`config.mk`:
```
export PLATFORM = sky130hd
export DESIGN_NAME = reg_scoreboard_flat
export DESIGN_NICKNAME = d
export VERILOG_FILES = /design/src/rtl/reg_scoreboard_if.sv /design/src/rtl/reg_scoreboard.sv /design/src/flat_wrapper.sv
export SDC_FILE = /design/constraint.sdc
export NUM_CORES = 1
export LEC_CHECK = 0
export ABC_CLOCK_PERIOD_IN_PS = 7700
export CAP_MARGIN = 10
export CORE_UTILIZATION = 55
export DETAILED_ROUTE_END_ITERATION = 6
export PLACE_DENSITY = 0.79
export SETUP_SLACK_MARGIN = 0.1
export SLEW_MARGIN = 20
export SYNTH_ARGS = -nofsm -noshare
export SYNTH_HDL_FRONTEND = slang
export SYNTH_SLANG_ARGS = --single-unit
```
`constraint.sdc`:
```
create_clock -name clk -period 7.7 [get_ports clk]
set_input_delay 1.54 -clock clk [delete_from_list [all_inputs] [get_ports clk]]
set_output_delay 1.54 -clock clk [all_outputs]
set_load 0.01 [all_outputs]
```
`src/rtl/reg_scoreboard_if.sv`:
```
// reg_scoreboard_if
//   Bundles the scoreboard's issue, query, writeback and flush signals.
//   slave  : the scoreboard itself (consumes requests, drives status)
//   master : the issue/writeback logic driving the scoreboard
//   Signals:
//     iss_valid/iss_thread/iss_dst -> iss_ready      issue handshake
//     q_thread/q_src1/q_src2/q_dst -> q_*_busy       hazard query
//     wb_valid/wb_thread/wb_dst                      release one pending write
//     flush_valid/flush_thread                       squash a thread
//     thread_idle, wb_err                            status
interface reg_scoreboard_if #(
  parameter int NTHREADS = 4,
  parameter int NREGS    = 32
);
  localparam int TID_W = $clog2(NTHREADS);
  localparam int REG_W = $clog2(NREGS);

  logic                iss_valid;
  logic [TID_W-1:0]    iss_thread;
  logic [REG_W-1:0]    iss_dst;
  logic                iss_ready;
  logic [TID_W-1:0]    q_thread;
  logic [REG_W-1:0]    q_src1;
  logic [REG_W-1:0]    q_src2;
  logic [REG_W-1:0]    q_dst;
  logic                q_src1_busy;
  logic                q_src2_busy;
  logic                q_dst_busy;
  logic                wb_valid;
  logic [TID_W-1:0]    wb_thread;
  logic [REG_W-1:0]    wb_dst;
  logic                flush_valid;
  logic [TID_W-1:0]    flush_thread;
  logic [NTHREADS-1:0] thread_idle;
  logic                wb_err;

  modport slave (
    input  iss_valid, iss_thread, iss_dst,
    output iss_ready,
    input  q_thread, q_src1, q_src2, q_dst,
    output q_src1_busy, q_src2_busy, q_dst_busy,
    input  wb_valid, wb_thread, wb_dst,
    input  flush_valid, flush_thread,
    output thread_idle, wb_err
  );

  modport master (
    output iss_valid, iss_thread, iss_dst,
    input  iss_ready,
    output q_thread, q_src1, q_src2, q_dst,
    input  q_src1_busy, q_src2_busy, q_dst_busy,
    output wb_valid, wb_thread, wb_dst,
    output flush_valid, flush_thread,
    input  thread_idle, wb_err
  );
endinterface

```
`src/rtl/reg_scoreboard.sv`:
```
// reg_scoreboard
//   Per-thread register scoreboard. Issue claims a destination register
//   (in-flight writer count +1), writeback releases it (-1), flush clears a
//   whole thread. Queries report whether src1/src2/dst still have writers
//   in flight. Register 0 is hard zero and never tracked.
// Ports
//   clk  : clock, rising edge
//   rst  : asynchronous active-low reset
//   sb   : reg_scoreboard_if.slave (issue, query, writeback, flush, status)
// Configuration
//   SB_WB_BYPASS_EN : when defined, a same-cycle writeback that releases the
//   last writer clears query busy combinationally, and a same-cycle
//   writeback to the issue entry frees a slot for iss_ready.
module reg_scoreboard #(
  parameter int NTHREADS = 4,
  parameter int NREGS    = 32,
  parameter int CNT_W    = 2
) (
  input  logic            clk,
  input  logic            rst,
  reg_scoreboard_if.slave sb
);
  localparam int TID_W = $clog2(NTHREADS);
  localparam int REG_W = $clog2(NREGS);
  localparam logic [CNT_W-1:0] CNT_MAX = '1;

  logic [CNT_W-1:0] cnt_q [NTHREADS][NREGS];
  logic [CNT_W-1:0] cnt_d [NTHREADS][NREGS];
  logic             wb_err_q, wb_err_d;

  logic [CNT_W-1:0] iss_cnt, wb_cnt;
  logic             iss_flushed, wb_flushed;
  logic             wb_live, same_entry, iss_bypass, iss_fire;

  always_comb begin
    iss_cnt     = cnt_q[sb.iss_thread][sb.iss_dst];
    wb_cnt      = cnt_q[sb.wb_thread][sb.wb_dst];
    iss_flushed = sb.flush_valid && (sb.flush_thread == sb.iss_thread);
    wb_flushed  = sb.flush_valid && (sb.flush_thread == sb.wb_thread);
    wb_live     = sb.wb_valid && (sb.wb_dst != '0) && !wb_flushed;
    same_entry  = (sb.iss_thread == sb.wb_thread) && (sb.iss_dst == sb.wb_dst);
`ifdef SB_WB_BYPASS_EN
    iss_bypass  = wb_live && same_entry;
`else
    iss_bypass  = 1'b0;
`endif
    sb.iss_ready = (iss_cnt != CNT_MAX) || iss_flushed || iss_bypass;
    iss_fire     = sb.iss_valid && sb.iss_ready && (sb.iss_dst != '0) && !iss_flushed;
  end

  // Issue and writeback on the same entry cancel out; this also lets an
  // issue at max count through when a writeback frees a slot that cycle.
  always_comb begin
    cnt_d = cnt_q;
    if (iss_fire && !(wb_live && same_entry))
      cnt_d[sb.iss_thread][sb.iss_dst] = iss_cnt + 1'b1;
    if (wb_live && !(iss_fire && same_entry) && (wb_cnt != '0))
      cnt_d[sb.wb_thread][sb.wb_dst] = wb_cnt - 1'b1;
    if (sb.flush_valid) begin
      for (int unsigned r = 0; r < NREGS; r++)
        cnt_d[sb.flush_thread][r] = '0;
    end
    wb_err_d = wb_err_q || (wb_live && !(iss_fire && same_entry) && (wb_cnt == '0));
  end

  always_ff @(posedge clk or negedge rst) begin
    if (!rst) begin
      for (int unsigned t = 0; t < NTHREADS; t++)
        for (int unsigned r = 0; r < NREGS; r++)
          cnt_q[t][r] <= '0;
      wb_err_q <= 1'b0;
    end else begin
      cnt_q    <= cnt_d;
      wb_err_q <= wb_err_d;
    end
  end

  logic [CNT_W-1:0] src1_cnt, src2_cnt, dst_cnt;

  always_comb begin
    src1_cnt = cnt_q[sb.q_thread][sb.q_src1];
    src2_cnt = cnt_q[sb.q_thread][sb.q_src2];
    dst_cnt  = cnt_q[sb.q_thread][sb.q_dst];
`ifdef SB_WB_BYPASS_EN
    // A writeback retiring the last writer releases the register this cycle.
    sb.q_src1_busy = (src1_cnt != '0) && !(wb_live && (sb.wb_thread == sb.q_thread) &&
                     (sb.wb_dst == sb.q_src1) && (src1_cnt == CNT_W'(1)));
    sb.q_src2_busy = (src2_cnt != '0) && !(wb_live && (sb.wb_thread == sb.q_thread) &&
                     (sb.wb_dst == sb.q_src2) && (src2_cnt == CNT_W'(1)));
    sb.q_dst_busy  = (dst_cnt  != '0) && !(wb_live && (sb.wb_thread == sb.q_thread) &&
                     (sb.wb_dst == sb.q_dst)  && (dst_cnt  == CNT_W'(1)));
`else
    sb.q_src1_busy = (src1_cnt != '0);
    sb.q_src2_busy = (src2_cnt != '0);
    sb.q_dst_busy  = (dst_cnt  != '0);
`endif
  end

  logic [NTHREADS-1:0] idle;

  always_comb begin
    idle = '1;
    for (int unsigned t = 0; t < NTHREADS; t++)
      for (int unsigned r = 0; r < NREGS; r++)
        if (cnt_q[t][r] != '0) idle[t] = 1'b0;
    sb.thread_idle = idle;
    sb.wb_err      = wb_err_q;
  end
endmodule

```
`src/flat_wrapper.sv`:
```
// flat-port wrapper written by rule: the top's interface ports become plain ports
module reg_scoreboard_flat 
#(
  parameter int NTHREADS = 4,
  parameter int NREGS    = 32,
  parameter int CNT_W    = 2
)
  (clk, rst, sb_iss_valid, sb_iss_thread, sb_iss_dst, sb_iss_ready, sb_q_thread, sb_q_src1, sb_q_src2, sb_q_dst, sb_q_src1_busy, sb_q_src2_busy, sb_q_dst_busy, sb_wb_valid, sb_wb_thread, sb_wb_dst, sb_flush_valid, sb_flush_thread, sb_thread_idle, sb_wb_err);
  reg_scoreboard_if #(.NTHREADS(NTHREADS), .NREGS(NREGS)) sb_i ();
  input  logic clk;
  input  logic rst;
  input wire logic [$bits(sb_i.iss_valid)-1:0] sb_iss_valid;
  input wire logic [$bits(sb_i.iss_thread)-1:0] sb_iss_thread;
  input wire logic [$bits(sb_i.iss_dst)-1:0] sb_iss_dst;
  output wire logic [$bits(sb_i.iss_ready)-1:0] sb_iss_ready;
  input wire logic [$bits(sb_i.q_thread)-1:0] sb_q_thread;
  input wire logic [$bits(sb_i.q_src1)-1:0] sb_q_src1;
  input wire logic [$bits(sb_i.q_src2)-1:0] sb_q_src2;
  input wire logic [$bits(sb_i.q_dst)-1:0] sb_q_dst;
  output wire logic [$bits(sb_i.q_src1_busy)-1:0] sb_q_src1_busy;
  output wire logic [$bits(sb_i.q_src2_busy)-1:0] sb_q_src2_busy;
  output wire logic [$bits(sb_i.q_dst_busy)-1:0] sb_q_dst_busy;
  input wire logic [$bits(sb_i.wb_valid)-1:0] sb_wb_valid;
  input wire logic [$bits(sb_i.wb_thread)-1:0] sb_wb_thread;
  input wire logic [$bits(sb_i.wb_dst)-1:0] sb_wb_dst;
  input wire logic [$bits(sb_i.flush_valid)-1:0] sb_flush_valid;
  input wire logic [$bits(sb_i.flush_thread)-1:0] sb_flush_thread;
  output wire logic [$bits(sb_i.thread_idle)-1:0] sb_thread_idle;
  output wire logic [$bits(sb_i.wb_err)-1:0] sb_wb_err;
  assign sb_i.iss_valid = sb_iss_valid;
  assign sb_i.iss_thread = sb_iss_thread;
  assign sb_i.iss_dst = sb_iss_dst;
  assign sb_iss_ready = sb_i.iss_ready;
  assign sb_i.q_thread = sb_q_thread;
  assign sb_i.q_src1 = sb_q_src1;
  assign sb_i.q_src2 = sb_q_src2;
  assign sb_i.q_dst = sb_q_dst;
  assign sb_q_src1_busy = sb_i.q_src1_busy;
  assign sb_q_src2_busy = sb_i.q_src2_busy;
  assign sb_q_dst_busy = sb_i.q_dst_busy;
  assign sb_i.wb_valid = sb_wb_valid;
  assign sb_i.wb_thread = sb_wb_thread;
  assign sb_i.wb_dst = sb_wb_dst;
  assign sb_i.flush_valid = sb_flush_valid;
  assign sb_i.flush_thread = sb_flush_thread;
  assign sb_thread_idle = sb_i.thread_idle;
  assign sb_wb_err = sb_i.wb_err;
  reg_scoreboard #(.NTHREADS(NTHREADS), .NREGS(NREGS), .CNT_W(CNT_W)) u_core (.clk(clk), .rst(rst), .sb(sb_i));
endmodule
```
-- Word level (Yosys, flattened, before mapping)
Index checks and enable logic that the tools add are counted.
- reduce and logical (&&, ||, !) cells: 160
- order comparisons: 14
- equality and inequality tests: 5
- bitwise logic cells: 73
- multiplexer cells: 229
- $add $sub $neg: 2
- operators with widths (cell ; number):
    256-bit bitwise AND ; 32
    256-bit NOT ; 32
    64-bit demux with 2-bit select ; 34
    256-bit two-way mux ; 3
    64-bit two-way mux ; 9
    256-bit bitwise mux ; 2
    64-bit binary-select mux with 2-bit select ; 3
    2-bit nonzero test ; 132
    1-bit two-way mux ; 128
    62-bit two-way mux ; 1
    60-bit two-way mux ; 1
    58-bit two-way mux ; 1
    56-bit two-way mux ; 1
    54-bit two-way mux ; 1
    52-bit two-way mux ; 1
    2-bit binary-select mux with 5-bit select ; 5
    50-bit two-way mux ; 1
    48-bit two-way mux ; 1
    46-bit two-way mux ; 1
    44-bit two-way mux ; 1
    42-bit two-way mux ; 1
    40-bit two-way mux ; 1
    38-bit two-way mux ; 1
    36-bit two-way mux ; 1
    other kinds (34) ; 89
- logic and storage cells: 612
- flip-flop bits (word level): 257
- input bits: 38
- output and inout bits: 9

-- Logic depth before layout (Yosys ltp)
- depth after elaboration: 50
- gate-level depth with buffers: 22
- gate-level depth less buffers: 14

-- Least setup slack after synthesis
Ideal clock, no wire load.
- path type: input-to-reg
- start point: in sb_iss_thread[0]
- end point: reg u_core.cnt_q[34] (netlist name)
- slack: 1.936 ns
- stages on the path: 20
- setup time: 0.078 ns
- arrival: 5.686 ns
- data required time: 7.622 ns
- path buffers: 8
- cell sequence: buf_2 > buf_6 > buf_4 > buf_4 > buf_4 > buf_2 > mux4_2 > a22oi_1 > nand4_1 > a211oi_1 > o2111ai_1 > ha_1 > nor2b_1 > and2_1 > buf_2 > a211o_1 > clkbuf_1 > nor2_1 > or3_1 > o2bb2ai_1
- RTL lines (what ; line ; RTL):
    from (decl) ; flat_wrapper.sv:13 ; input wire logic [$bits(sb_i.iss_thread)-1:0] sb_iss_thread;
    to (signal assigned) ; reg_scoreboard.sv:73 ; cnt_q <= cnt_d;
    to (decl) ; reg_scoreboard.sv:27 ; logic [CNT_W-1:0] cnt_q [NTHREADS][NREGS];

-- Final worst setup path
- start point: in sb_iss_dst[2]
- end point: out sb_iss_ready
- cells in the longest elaborated chain, start to end: 6
- RTL lines (what ; line ; RTL):
    from (decl) ; flat_wrapper.sv:14 ; input wire logic [$bits(sb_i.iss_dst)-1:0] sb_iss_dst;
    5-bit NOT with 6-bit output (not written as such) ; reg_scoreboard.sv:36 ; iss_cnt = cnt_q[sb.iss_thread][sb.iss_dst];
    2-bit binary-select mux with 5-bit select ; reg_scoreboard.sv:36 ;
    2-bit two-way mux (not written as such) (2 in series) ; reg_scoreboard.sv:36 ;
    2-bit != test ; reg_scoreboard.sv:47 ; sb.iss_ready = (iss_cnt != CNT_MAX) || iss_flushed || iss_bypass;
    1-bit logical OR ; reg_scoreboard.sv:47 ;
    to (decl) ; flat_wrapper.sv:15 ; output wire logic [$bits(sb_i.iss_ready)-1:0] sb_iss_ready;
Every way passes these cells. The select of a mux whose other input is x is not followed.

==> summary.md <==
| Metric | Value |
|---|---|
| CP bufs+invs | `2` |
| First-pass GRT wire length | `~150000 um` |
| GP Congestion | `around 1.1` |
| Hold buffer count at CTS | `0` |
| DRC | `2` |
| Die Wd | `200 um` |
| Relative slew margins | `19.2%` |
| CP max stage delay | `roughly 1.0 ns` |
| Failing checks | `design-rule violations` |
| Worst Max-Slew Pin Slew | `~1.2 ns` |
| RSZ-0062 raised after global routing | `false` |
| Core Area | `38600 sq um` |
| HPWL after DPL | `69400 um` |
| Cell with the most instances after synthesis | `nor2_1` |
| Post-synth EDFFs | `0` |
| Post-Syn Area per Cell | `between 9 and 10 sq um` |
| Reg2Reg Depth | `13` |
| Clock latency on the worst-skew pair | `between 0.6 and 0.7 ns` |
| Setup TNS Final | `0 ns` |
| Fin. Hold Viols | `0` |
| Final Cycle Share | `roughly nine tenths` |
| Standard-cell rows | `72` |
| Setup slack, reg-to-reg | `roughly 3.1 ns` |
| CP Launch Type | `input pin` |
| Seq/Total Area, Yosys | `between 20% and 30%` |
| Reg-to-reg critical path endpoint | `u_core.cnt_q[162]` |
| Synth Instances | `~2300` |
| Crit path max fanout | `18` |
| Cell family with most CP delay | `simple AND/OR/NAND/NOR gates` |
| Met1 usage in global routing | `between 60% and 70%` |
| Iter 0 DRT Violations | `approximately 3800` |
| Worst R2R Start | `u_core.cnt_q[175]` |
| Synth area leader | `dfrtp_1` |
| Library cells used by synthesis | `64` |
| Worst path depth | `10` |
| GR peak layer | `met2` |
| Synth Area in Simple Gates | `between 20 and 25%` |
| Top cell type's share of synthesized area | `a little under 30%` |
| Setup CP Type | `input pin to output pin` |
| Post-CTS setup buffer count | `0` |
| Global route overflow | `0` |
| Routed vias/inst | `~8.3` |
| Starting Density | `between 50 and 60%` |
| Slew Viols, Final | `0` |
| CTS H-tree depth | `1` |
| Die height | `approximately 200 um` |
| CTS Buffer Depth | `3` |
| Synth top area cells | `dfrtp_1 (30%), mux4_2 (18%), nor2_1 (4.9%)` |
| Post-route ant nets | `0` |
| Max Cap Viol | `0` |
| # clock sinks | `257` |
| Total CTS buffers | `31` |
| Status | `finished, violations left` |
| # setup viols final | `0` |
| DIE AREA | `between 30000 and 40000 sq um` |
| Share of cells above drive strength 1 | `about 16%` |
| Peak Freq | `about 0.14 GHz` |
| PortBufs | `between 40 and 50` |
| Initial antenna violation count | `7` |
| Compound-gate portion of the synthesized area | `between 20% and 30%` |
| Mapped cell area | `between 20000 and 25000 sq um` |
| Largest family of logic cells by synthesized area | `compound AO/OA/AOI/OAI gates` |
| TritonRoute pass-1 iters | `7` |
| Critical path startpoint | `sb_iss_dst[2]` |
| Hold crit path type | `flop to flop` |
| Via count | `between 20000 and 25000` |
| Drt total wl | `between 100000 and 150000 um` |
| Worst hold slack | `0.485 ns` |
| Post-synthesis mux area share | `between 20% and 30%` |
| Clk slew on worst S/H paths | `0.06 ns` |
| IO Count | `47` |
| Register bit total from synthesis | `approximately 260` |
| Ys Warns | `0` |
| Post-synthesis xor/xnor area fraction | `0.447%` |
| Met3 GRT Util | `between 10% and 20%` |
| Detailed-route wire length per cell | `approximately 37 um` |
| CP required | `a little over 6 ns` |
| Post-synthesis adder-cell area fraction | `less than 1%` |
| Fraction of registers with async set or reset after synthesis | `100%` |
| Max VDD drop | `about 0.00019 V` |
| WP data arrival | `5.47 ns` |
| Largest net degree at the start of global routing | `153` |
| Final worst-path setup slack | `0.694 ns` |
| Pwr/cell area | `approximately 170 nW/um^2` |
| Place WS | `around 0.90 ns` |
| GRT Util Overall | `a little over 50%` |
| Vias in the first global route | `roughly 21000` |
| Mapped Nets | `about 2400` |
| Post_cts resized | `0` |
| Worst Clk Skew | `0.0231 ns` |
| P_leak | `~8.5 nW` |
| Post-synth top cells | `nor2_1 (283), dfrtp_1 (257), nand2_1 (184)` |
| Final nets | `2305` |
| CTS Root Cell | `clkbuf_16` |
| Crit path max-delay cell type | `clkdlybuf4s50_1` |
| Syn-to-layout area delta | `8.79%` |
| Crit. End Element | `output pin` |
| CTS tree | `built` |
| Primary FF master, synth | `dfrtp_1` |
| Final Critical Period | `around 7.0 ns` |
| Cell Chain, Critical Path | `clkdlybuf4s50_1, nor3b_1, nand2_1, o22ai_1, nor4_1, nand4b_1, nor2b_1, ha_4, nand2_1, clkdlybuf4s50_1` |
| Met2 GRT Util | `between 70% and 80%` |
| Critical Path Sink | `sb_iss_ready` |
| Pwr Total | `roughly 0.0040 W` |
[layout by cell type (no fill, tap or decap), types with 9 or more instances in the layout]
master and n:
nor2_1 281, dfrtp_1 257, nand2_1 184, mux4_2 176, nor3_1 124, a21oi_1 101, a311oi_1 100, a211oi_1 96
o21ai_0 78, buf_4 72, a21boi_0 65, nand3_1 64, and3_1 63, mux2i_1 53, o32ai_1 53, or3_1 51
o22ai_1 39, clkdlybuf4s50_1 39, clkbuf_16 31, a22o_1 29, or2_2 27, nor4_1 27, nand4_1 22, nor2b_1 21
nand2b_1 18, and2_1 17, buf_12 14, a22oi_1 13, a311o_1 12, o211ai_1 11, inv_1 9
[power breakdown]
| group | internal (W) | switching (W) | total (W) |
|---|---|---|---|
| logic | 0.000324 | 0.000733 | 0.00106 |
| clock network | 0.000864 | 0.000649 | 0.00151 |
| registers | 0.00139 | 0.0000584 | 0.00145 |
| total | 0.00258 | 0.00144 | 0.00402 |
[cell type report]
type / count / area [sq um]
fillers: 3216 / 15200
multi-input cells: 1837 / 14100
flip-flops and latches: 257 / 6430
repair buffers: 128 / 1240
clock buffers: 39 / 836
well taps: 518 / 648
clock inverters: 15 / 165
inverters: 10 / 40.0
diodes: 6 / 15.0
[sequential cells by signal, summed over array words and instances (netlist names)]
signal / flops
u_core.cnt_q: 256
u_core.sb.wb_err: 1
[worst register-to-register path: cells and delay by family (launching register included)]
kind,cells,cell delay [ns]
and+or+nand+nor,5,1.63
buffers and inverters,1,0.23
muxes,2,0.98
adders and majority gates,1,0.25
AOI/OAI and AO/OA,4,0.93
DFF,1,0.50
[layer usage]
metal | up-vias | part of all wire (%)
li1 | 9047 | -
met1 | 11300 | 35
met2 | 2426 | 42
met3 | 547 | 16
met4 | 10 | 7.1
met5 | - | 0.063
[metrics by stage]
| step | util [%] | area [sq um] | cells |
|---|---|---|---|
| final | 60.7 | 23500 | 2810 |
| after global routing | 60.6 | 23400 | 2805 |
| after CTS | 60.6 | 23400 | 2804 |
| after detailed placement | 58.0 | 22400 | 2750 |
| after global placement | 58.0 | 22400 | 2750 |
| after floorplan | - | 21600 | 2346 |
[worst min-delay path by stage]
stage                   endpoint  cells after the start               from  slack (ns)
2_1_floorplan  u_core.cnt_q[127]                      1  u_core.cnt_q[127]        0.49
3_3_place_gp    u_core.sb.wb_err                      1   u_core.sb.wb_err        0.46
3_5_place_dp    u_core.sb.wb_err                      1   u_core.sb.wb_err        0.47
4_1_cts         u_core.sb.wb_err                      1   u_core.sb.wb_err        0.49
5_1_grt         u_core.sb.wb_err                      1   u_core.sb.wb_err        0.49
6_report        u_core.sb.wb_err                      1   u_core.sb.wb_err        0.49
[cells by family after synthesis]
group,count (synthesis)
xor gates and xnor gates,11
adders and majority gates,2
muxes,231
buffers and inverters,252
AOI/OAI and AO/OA,644
DFF,257
and+or+nand+nor,949
(Power assumes the default switching activity.)
